File: config.mk
export PLATFORM = sky130hd
export DESIGN_NAME = router_req_sequencer
export DESIGN_NICKNAME = d
export VERILOG_FILES = /design/src/rtl/router_req_sequencer.sv
export SDC_FILE = /design/constraint.sdc
export NUM_CORES = 1
export LEC_CHECK = 0
export CORE_MARGIN = 10
export CORE_UTILIZATION = 29
export DETAILED_ROUTE_END_ITERATION = 8
export SYNTH_ARGS = -nofsm -noshare
export SYNTH_HDL_FRONTEND = slang
export SYNTH_SLANG_ARGS = --single-unit
File: constraint.sdc
create_clock -name clk -period 9.99 [get_ports clk]
set_input_delay 1.998 -clock clk [delete_from_list [all_inputs] [get_ports clk]]
set_output_delay 1.998 -clock clk [all_outputs]
set_load 0.005 [all_outputs]
File: src/rtl/router_req_sequencer.sv
// router_req_sequencer: N_CH one-deep request slots granted round-robin
// onto the router start/ack handshake; SEQ_TIMEOUT_EN adds timeout/retry.
module router_req_sequencer #(
  parameter int N_CH        = 4,
  parameter int ADDR_W      = 10,
  parameter int DFX_W       = 2,
  parameter int TIMEOUT_CYC = 200,
  parameter int MAX_RETRY   = 2
) (
  input  logic                   clk,
  input  logic                   rst,
  input  logic [N_CH-1:0]        ch_valid,
  output logic [N_CH-1:0]        ch_ready,
  input  logic [N_CH*ADDR_W-1:0] ch_src_addr,
  input  logic [N_CH*ADDR_W-1:0] ch_dst_addr,
  input  logic [N_CH*DFX_W-1:0]  ch_src_dfx,
  input  logic [N_CH*DFX_W-1:0]  ch_dst_dfx,
  output logic [N_CH-1:0]        ch_done,
  output logic [N_CH-1:0]        ch_err,
  output logic                   router_start_req,
  output logic [ADDR_W-1:0]      router_src_addr,
  output logic [ADDR_W-1:0]      router_dst_addr,
  output logic [DFX_W-1:0]       router_src_dfx,
  output logic [DFX_W-1:0]       router_dst_dfx,
  input  logic                   router_ack
);

  localparam int PW = (N_CH > 1) ? $clog2(N_CH) : 1;

  if (N_CH < 2 || N_CH > 8 || TIMEOUT_CYC < 2 || MAX_RETRY < 0)
  begin : g_bad_param
    $error("router_req_sequencer: parameter out of range");
  end

`ifdef SEQ_TIMEOUT_EN
  localparam int TW = $clog2(TIMEOUT_CYC);
  localparam int RW = (MAX_RETRY > 0) ? $clog2(MAX_RETRY + 1) : 1;
  typedef enum logic [1:0] {S_IDLE, S_REQ, S_BACKOFF} state_e;
`else
  typedef enum logic [0:0] {S_IDLE, S_REQ} state_e;
`endif

  state_e state_q, state_d;

  logic [PW-1:0] rr_q, rr_d;
  logic [PW-1:0] gnt_q, gnt_d;
  logic [N_CH-1:0] full_q, full_d;
  logic [ADDR_W-1:0] src_q [N_CH];
  logic [ADDR_W-1:0] src_d [N_CH];
  logic [ADDR_W-1:0] dst_q [N_CH];
  logic [ADDR_W-1:0] dst_d [N_CH];
  logic [DFX_W-1:0] sdfx_q [N_CH];
  logic [DFX_W-1:0] sdfx_d [N_CH];
  logic [DFX_W-1:0] ddfx_q [N_CH];
  logic [DFX_W-1:0] ddfx_d [N_CH];

  logic req_q, req_d;
  logic [ADDR_W-1:0] r_src_q, r_src_d;
  logic [ADDR_W-1:0] r_dst_q, r_dst_d;
  logic [DFX_W-1:0] r_sdfx_q, r_sdfx_d;
  logic [DFX_W-1:0] r_ddfx_q, r_ddfx_d;
  logic [N_CH-1:0] done_q, done_d;
  logic [N_CH-1:0] err_q, err_d;

`ifdef SEQ_TIMEOUT_EN
  logic [TW-1:0] cnt_q, cnt_d;
  logic [RW-1:0] rty_q, rty_d;
  logic bo_q, bo_d;
`endif

  logic found;
  logic [PW-1:0] pick;
  logic [PW-1:0] nxt;
  logic [PW:0] idx;
  logic [PW:0] inc;
  logic degen;

  // First full slot at or after rr_q, wrapping.
  always_comb begin
    found = 1'b0;
    pick  = '0;
    idx   = '0;
    for (int k = 0; k < N_CH; k++) begin
      idx = {1'b0, rr_q} + (PW+1)'(k);
      if (idx >= (PW+1)'(N_CH))
        idx = idx - (PW+1)'(N_CH);
      if (!found && full_q[idx[PW-1:0]]) begin
        found = 1'b1;
        pick  = idx[PW-1:0];
      end
    end
    inc = {1'b0, pick} + (PW+1)'(1);
    if (inc >= (PW+1)'(N_CH))
      nxt = '0;
    else
      nxt = inc[PW-1:0];
    degen = (src_q[pick] == dst_q[pick]) &&
            (sdfx_q[pick] == ddfx_q[pick]);
  end

  always_comb begin
    state_d  = state_q;
    rr_d     = rr_q;
    gnt_d    = gnt_q;
    full_d   = full_q;
    src_d    = src_q;
    dst_d    = dst_q;
    sdfx_d   = sdfx_q;
    ddfx_d   = ddfx_q;
    req_d    = req_q;
    r_src_d  = r_src_q;
    r_dst_d  = r_dst_q;
    r_sdfx_d = r_sdfx_q;
    r_ddfx_d = r_ddfx_q;
    done_d   = '0;
    err_d    = '0;
`ifdef SEQ_TIMEOUT_EN
    cnt_d    = cnt_q;
    rty_d    = rty_q;
    bo_d     = bo_q;
`endif

    for (int i = 0; i < N_CH; i++) begin
      if (ch_valid[i] && !full_q[i]) begin
        full_d[i] = 1'b1;
        src_d[i]  = ch_src_addr[i*ADDR_W +: ADDR_W];
        dst_d[i]  = ch_dst_addr[i*ADDR_W +: ADDR_W];
        sdfx_d[i] = ch_src_dfx[i*DFX_W +: DFX_W];
        ddfx_d[i] = ch_dst_dfx[i*DFX_W +: DFX_W];
      end
    end

    // Clears only target full slots, so they never collide with loads.
    case (state_q)
      S_IDLE: begin
        if (found) begin
          rr_d = nxt;
          if (degen) begin
            err_d[pick]  = 1'b1;
            full_d[pick] = 1'b0;
          end else begin
            gnt_d    = pick;
            req_d    = 1'b1;
            r_src_d  = src_q[pick];
            r_dst_d  = dst_q[pick];
            r_sdfx_d = sdfx_q[pick];
            r_ddfx_d = ddfx_q[pick];
            state_d  = S_REQ;
`ifdef SEQ_TIMEOUT_EN
            cnt_d    = '0;
            rty_d    = '0;
`endif
          end
        end
      end
      S_REQ: begin
        if (router_ack) begin
          req_d         = 1'b0;
          done_d[gnt_q] = 1'b1;
          full_d[gnt_q] = 1'b0;
          state_d       = S_IDLE;
        end
`ifdef SEQ_TIMEOUT_EN
        else if (cnt_q == TW'(TIMEOUT_CYC - 1)) begin
          req_d = 1'b0;
          if (rty_q < RW'(MAX_RETRY)) begin
            rty_d   = rty_q + RW'(1);
            bo_d    = 1'b0;
            state_d = S_BACKOFF;
          end else begin
            err_d[gnt_q]  = 1'b1;
            full_d[gnt_q] = 1'b0;
            state_d       = S_IDLE;
          end
        end else begin
          cnt_d = cnt_q + TW'(1);
        end
`endif
      end
`ifdef SEQ_TIMEOUT_EN
      S_BACKOFF: begin
        if (bo_q) begin
          req_d   = 1'b1;
          cnt_d   = '0;
          state_d = S_REQ;
        end else begin
          bo_d = 1'b1;
        end
      end
`endif
      default: state_d = S_IDLE;
    endcase
  end

  always_ff @(posedge clk or posedge rst) begin
    if (rst) begin
      state_q  <= S_IDLE;
      rr_q     <= '0;
      gnt_q    <= '0;
      full_q   <= '0;
      src_q    <= '{default: '0};
      dst_q    <= '{default: '0};
      sdfx_q   <= '{default: '0};
      ddfx_q   <= '{default: '0};
      req_q    <= 1'b0;
      r_src_q  <= '0;
      r_dst_q  <= '0;
      r_sdfx_q <= '0;
      r_ddfx_q <= '0;
      done_q   <= '0;
      err_q    <= '0;
`ifdef SEQ_TIMEOUT_EN
      cnt_q    <= '0;
      rty_q    <= '0;
      bo_q     <= 1'b0;
`endif
    end else begin
      state_q  <= state_d;
      rr_q     <= rr_d;
      gnt_q    <= gnt_d;
      full_q   <= full_d;
      src_q    <= src_d;
      dst_q    <= dst_d;
      sdfx_q   <= sdfx_d;
      ddfx_q   <= ddfx_d;
      req_q    <= req_d;
      r_src_q  <= r_src_d;
      r_dst_q  <= r_dst_d;
      r_sdfx_q <= r_sdfx_d;
      r_ddfx_q <= r_ddfx_d;
      done_q   <= done_d;
      err_q    <= err_d;
`ifdef SEQ_TIMEOUT_EN
      cnt_q    <= cnt_d;
      rty_q    <= rty_d;
      bo_q     <= bo_d;
`endif
    end
  end

  assign ch_ready         = ~full_q;
  assign ch_done          = done_q;
  assign ch_err           = err_q;
  assign router_start_req = req_q;
  assign router_src_addr  = r_src_q;
  assign router_dst_addr  = r_dst_q;
  assign router_src_dfx   = r_sdfx_q;
  assign router_dst_dfx   = r_ddfx_q;

endmodule

==> run_results.csv <==
group,metric,value,unit
pwr,power.density,367,mW/mm^2
clock_tree,clock_latency,420,ps
routing,firstDrtPassIters,4,
global_routing,grt_pass1_vias,4773,
logic_synthesis,syn_area_per_cell,14.2,sq um
pwr,p_sw_frac,0.358,
status,status,"finished clean",
clock_tree,post-cts-setup-buffers,0,
place,place_area,0.00791,sq mm
job,drv_cap,0,
sta,post-route-period-util,0.446,
clock_tree,cts_tree,"yes",
sta,max_freq,224,MHz
cells_and_area,design_area,0.00854,sq mm
critical_path,setup.worst_path.end_class,"register",
logic_synthesis,synthArstFlopShare,1.00,
critical_path,cp.required,10290,ps
cells_and_area,regArea,0.00345,sq mm
critical_path,reg2reg_slack,5530,ps
floorplan,dieArea,0.0278,sq mm
routing,routed_via_density,4.71,
routing,wirelength,18100,microns
logic_synthesis,seq_area_frac_synth,0.554,
sta,setup_slack,5530,ps
clock_tree,cts_max_level,4,
critical_path,worstReg2RegStart,"full_q[3]",
logic_synthesis,synth_edf_count,0,
sta,setup_viol,0,
routing,ant_nets,0,
floorplan,placement_rows,53,
sta,post-route-min-period,4460,ps
global_routing,antenna_found_initial,0,
hold_path,min_to,"ch_done[2]",
critical_path,cp_max_fo,19,
floorplan,fp.dieH,167,microns
cells_and_area,final_cell_mix,"139 x clkdlybuf4s50_1, 138 x dfrtp_1, 112 x mux2_2, 73 x mux2i_1, 17 x clkbuf_16",
routing,wl_per_cell,20.9,microns
global_routing,grt_pass1_wl,27700,microns
pwr,peakVddDrop,0.000149,V
cells_and_area,diodes,0,
pwr,internal_power,0.00201,W
pwr,comb_power_share,0.467,
pwr,finalPower,0.00313,W
logic_synthesis,synth_cells,440,
sta,hold_viol_final,0,
critical_path,reg2reg_depth,10,
floorplan,io_pins,140,
sta,tightest_slew,1290,ps
clock_tree,clk_path_buf_depth,2,
global_routing,grt_max_degree,85,
floorplan,initial_utilization,0.296,
clock_tree,post_cts_resized,0,
critical_path,arrival,4760,ps
hold_path,hold_class,"reg -> reg",
logic_synthesis,synth_cell_type_count,35,
critical_path,r2r-end,"router_src_addr[7]",
cells_and_area,multi_input_area,0.00263,sq mm
cells_and_area,drive_gt1_frac,0.260,
clock_tree,ctsHoldBuffers,0,
sta,relSlewSlack,0.129,
sta,worst_hold_slack,493,ps
sta,fin_skew,12.1,ps
routing,drcViolationCount,0,
routing,vias,4082,
cells_and_area,nNetsFinal,687,
routing,drt_iter0_drc,110,
logic_synthesis,ys_warn_count,0,
place,dp_hpwl,13000,microns
place,pre_cts_ws,5560,ps
critical_path,crit_type,"reg -> reg",
cells_and_area,fillers,1978,
logic_synthesis,synth_top_flop_cell,"dfrtp_1",
logic_synthesis,syn_area,0.00624,sq mm
pwr,power_leakage,3.71,nW
logic_synthesis,synth_nets,548,
pwr,pwr-share-clk,0.210,
critical_path,worstSetupStartpointType,"register",
sta,rsz0062_at_grt,"no",
sta,setup_tns,0,ps
floorplan,die_w,167,microns
hold_path,min_from,"gnt_q[0]",
global_routing,grt_overflow,0,
cells_and_area,layout_commonest_cell,"clkdlybuf4s50_1",
pwr,switching_power,0.00112,W
clock_tree,path_clk_slew,60,ps
logic_synthesis,yosys_register_bits,138,
hold_path,holdPathStages,1,
sta,drv_slew,0,
global_routing,track_usage,0.130,
floorplan,core,0.0211,sq mm
place,place_congestion,0.805,
clock_tree,cts-root-buf,"clkbuf_16",
clock_tree,numCtsBuffers,17,
cells_and_area,syn2layout_area_growth,36.9,%
place,port-buffer-count,139,
pwr,seqPwrFrac,0.324,
clock_tree,cts_sinks,138,
## critical path, stage by stage (launching register included)
cell and delay [ps]:
dfrtp_1 490, o21ai_0 120, a21oi_1 140, and3_1 680
inv_2 480, mux2_2 420, xnor2_1 330, nand4_1 290
o31ai_4 590, buf_4 400, mux2_2 380
## synthesized netlist by cell type, types with 3 or more instances
master      n  area, sq um
a41oi_1     4         35.0
and3_1      3         18.8
and4_1      4         35.0
buf_2       4         20.0
buf_6       3         33.8
clkbuf_1   13         48.8
dfrtp_1   138         3450
ha_1        5         62.6
inv_1      15         56.3
mux2_1     10          113
mux2_2    112         1260
mux2i_1    73          731
nand2_1     4         15.0
nand3_1     3         15.0
nor2_1      5         18.8
nor2b_1     6         37.5
o21ai_0     4         20.0
xnor2_1     7         61.3
xor2_1      5         43.8
## registers in the layout (all words and copies together) (netlist names), 4 cells and up
register and flops:
ch_done 4, ch_err 4, ddfx_q 8, dst_q 40
full_q 4, router_dst_addr 10, router_src_addr 10, sdfx_q 8
src_q 40
## power by group through the flow
stage	Combinational, W	Clock [W]	Sequential (W)
detailed placement	0.00149	0	0.00102
finish	0.00146	0.000656	0.00101
global placement	0.00146	0	0.00101
global route	0.00161	0.000700	0.00105
CTS	0.00149	0.000670	0.00102
floorplan	0.00105	0	0.000957
## per-stage QoR
step | cells | util
finish | 867 | 0.405
global route | 867 | 0.405
CTS | 867 | 0.405
detailed placement | 835 | 0.375
global placement | 835 | 0.375
floorplan | 440 | -
## how the worst max path moves through the flow
stage          cells past startpoint  startpoint  slack [ps]                 end
6_report                          10   full_q[3]        5530  router_src_addr[7]
5_1_grt                           11     rr_q[0]        5300  router_src_addr[1]
4_1_cts                           11     rr_q[0]        5530  router_src_addr[1]
3_5_place_dp                      11     rr_q[0]        5560  router_dst_addr[4]
3_3_place_gp                      10   full_q[3]        5530  router_src_addr[4]
2_1_floorplan                      1         rst        4300          ch_done[0]
## per-layer routing
layer	track usage	vias to the layer above	wire length, microns
met5	0	-	0
met4	0.0344	0	197
met3	0.0457	17	1190
met2	0.230	116	9310
met1	0.143	2097	7420
li1	-	1852	-
## cell families after synthesis
| family | Yosys count | share of synthesized area |
|---|---|---|
| compound gates | 20 | 0.0241 |
| xor+xnor | 12 | 0.0169 |
| fa+ha+maj | 5 | 0.0100 |
| buf+inv | 39 | 0.0295 |
| flops | 138 | 0.554 |
| mux | 195 | 0.337 |
| simple gates | 31 | 0.0283 |
## final cells by class
cell class / instances / area share
clock buffers: 22 / 0.0567
clock inverters: 10 / 0.0164
inverters: 17 / 0.00836
multi-input cells: 263 / 0.308
flip-flops and latches: 138 / 0.405
well taps: 275 / 0.0403
repair buffers: 142 / 0.166
Power figures use the tool's default switching activity.
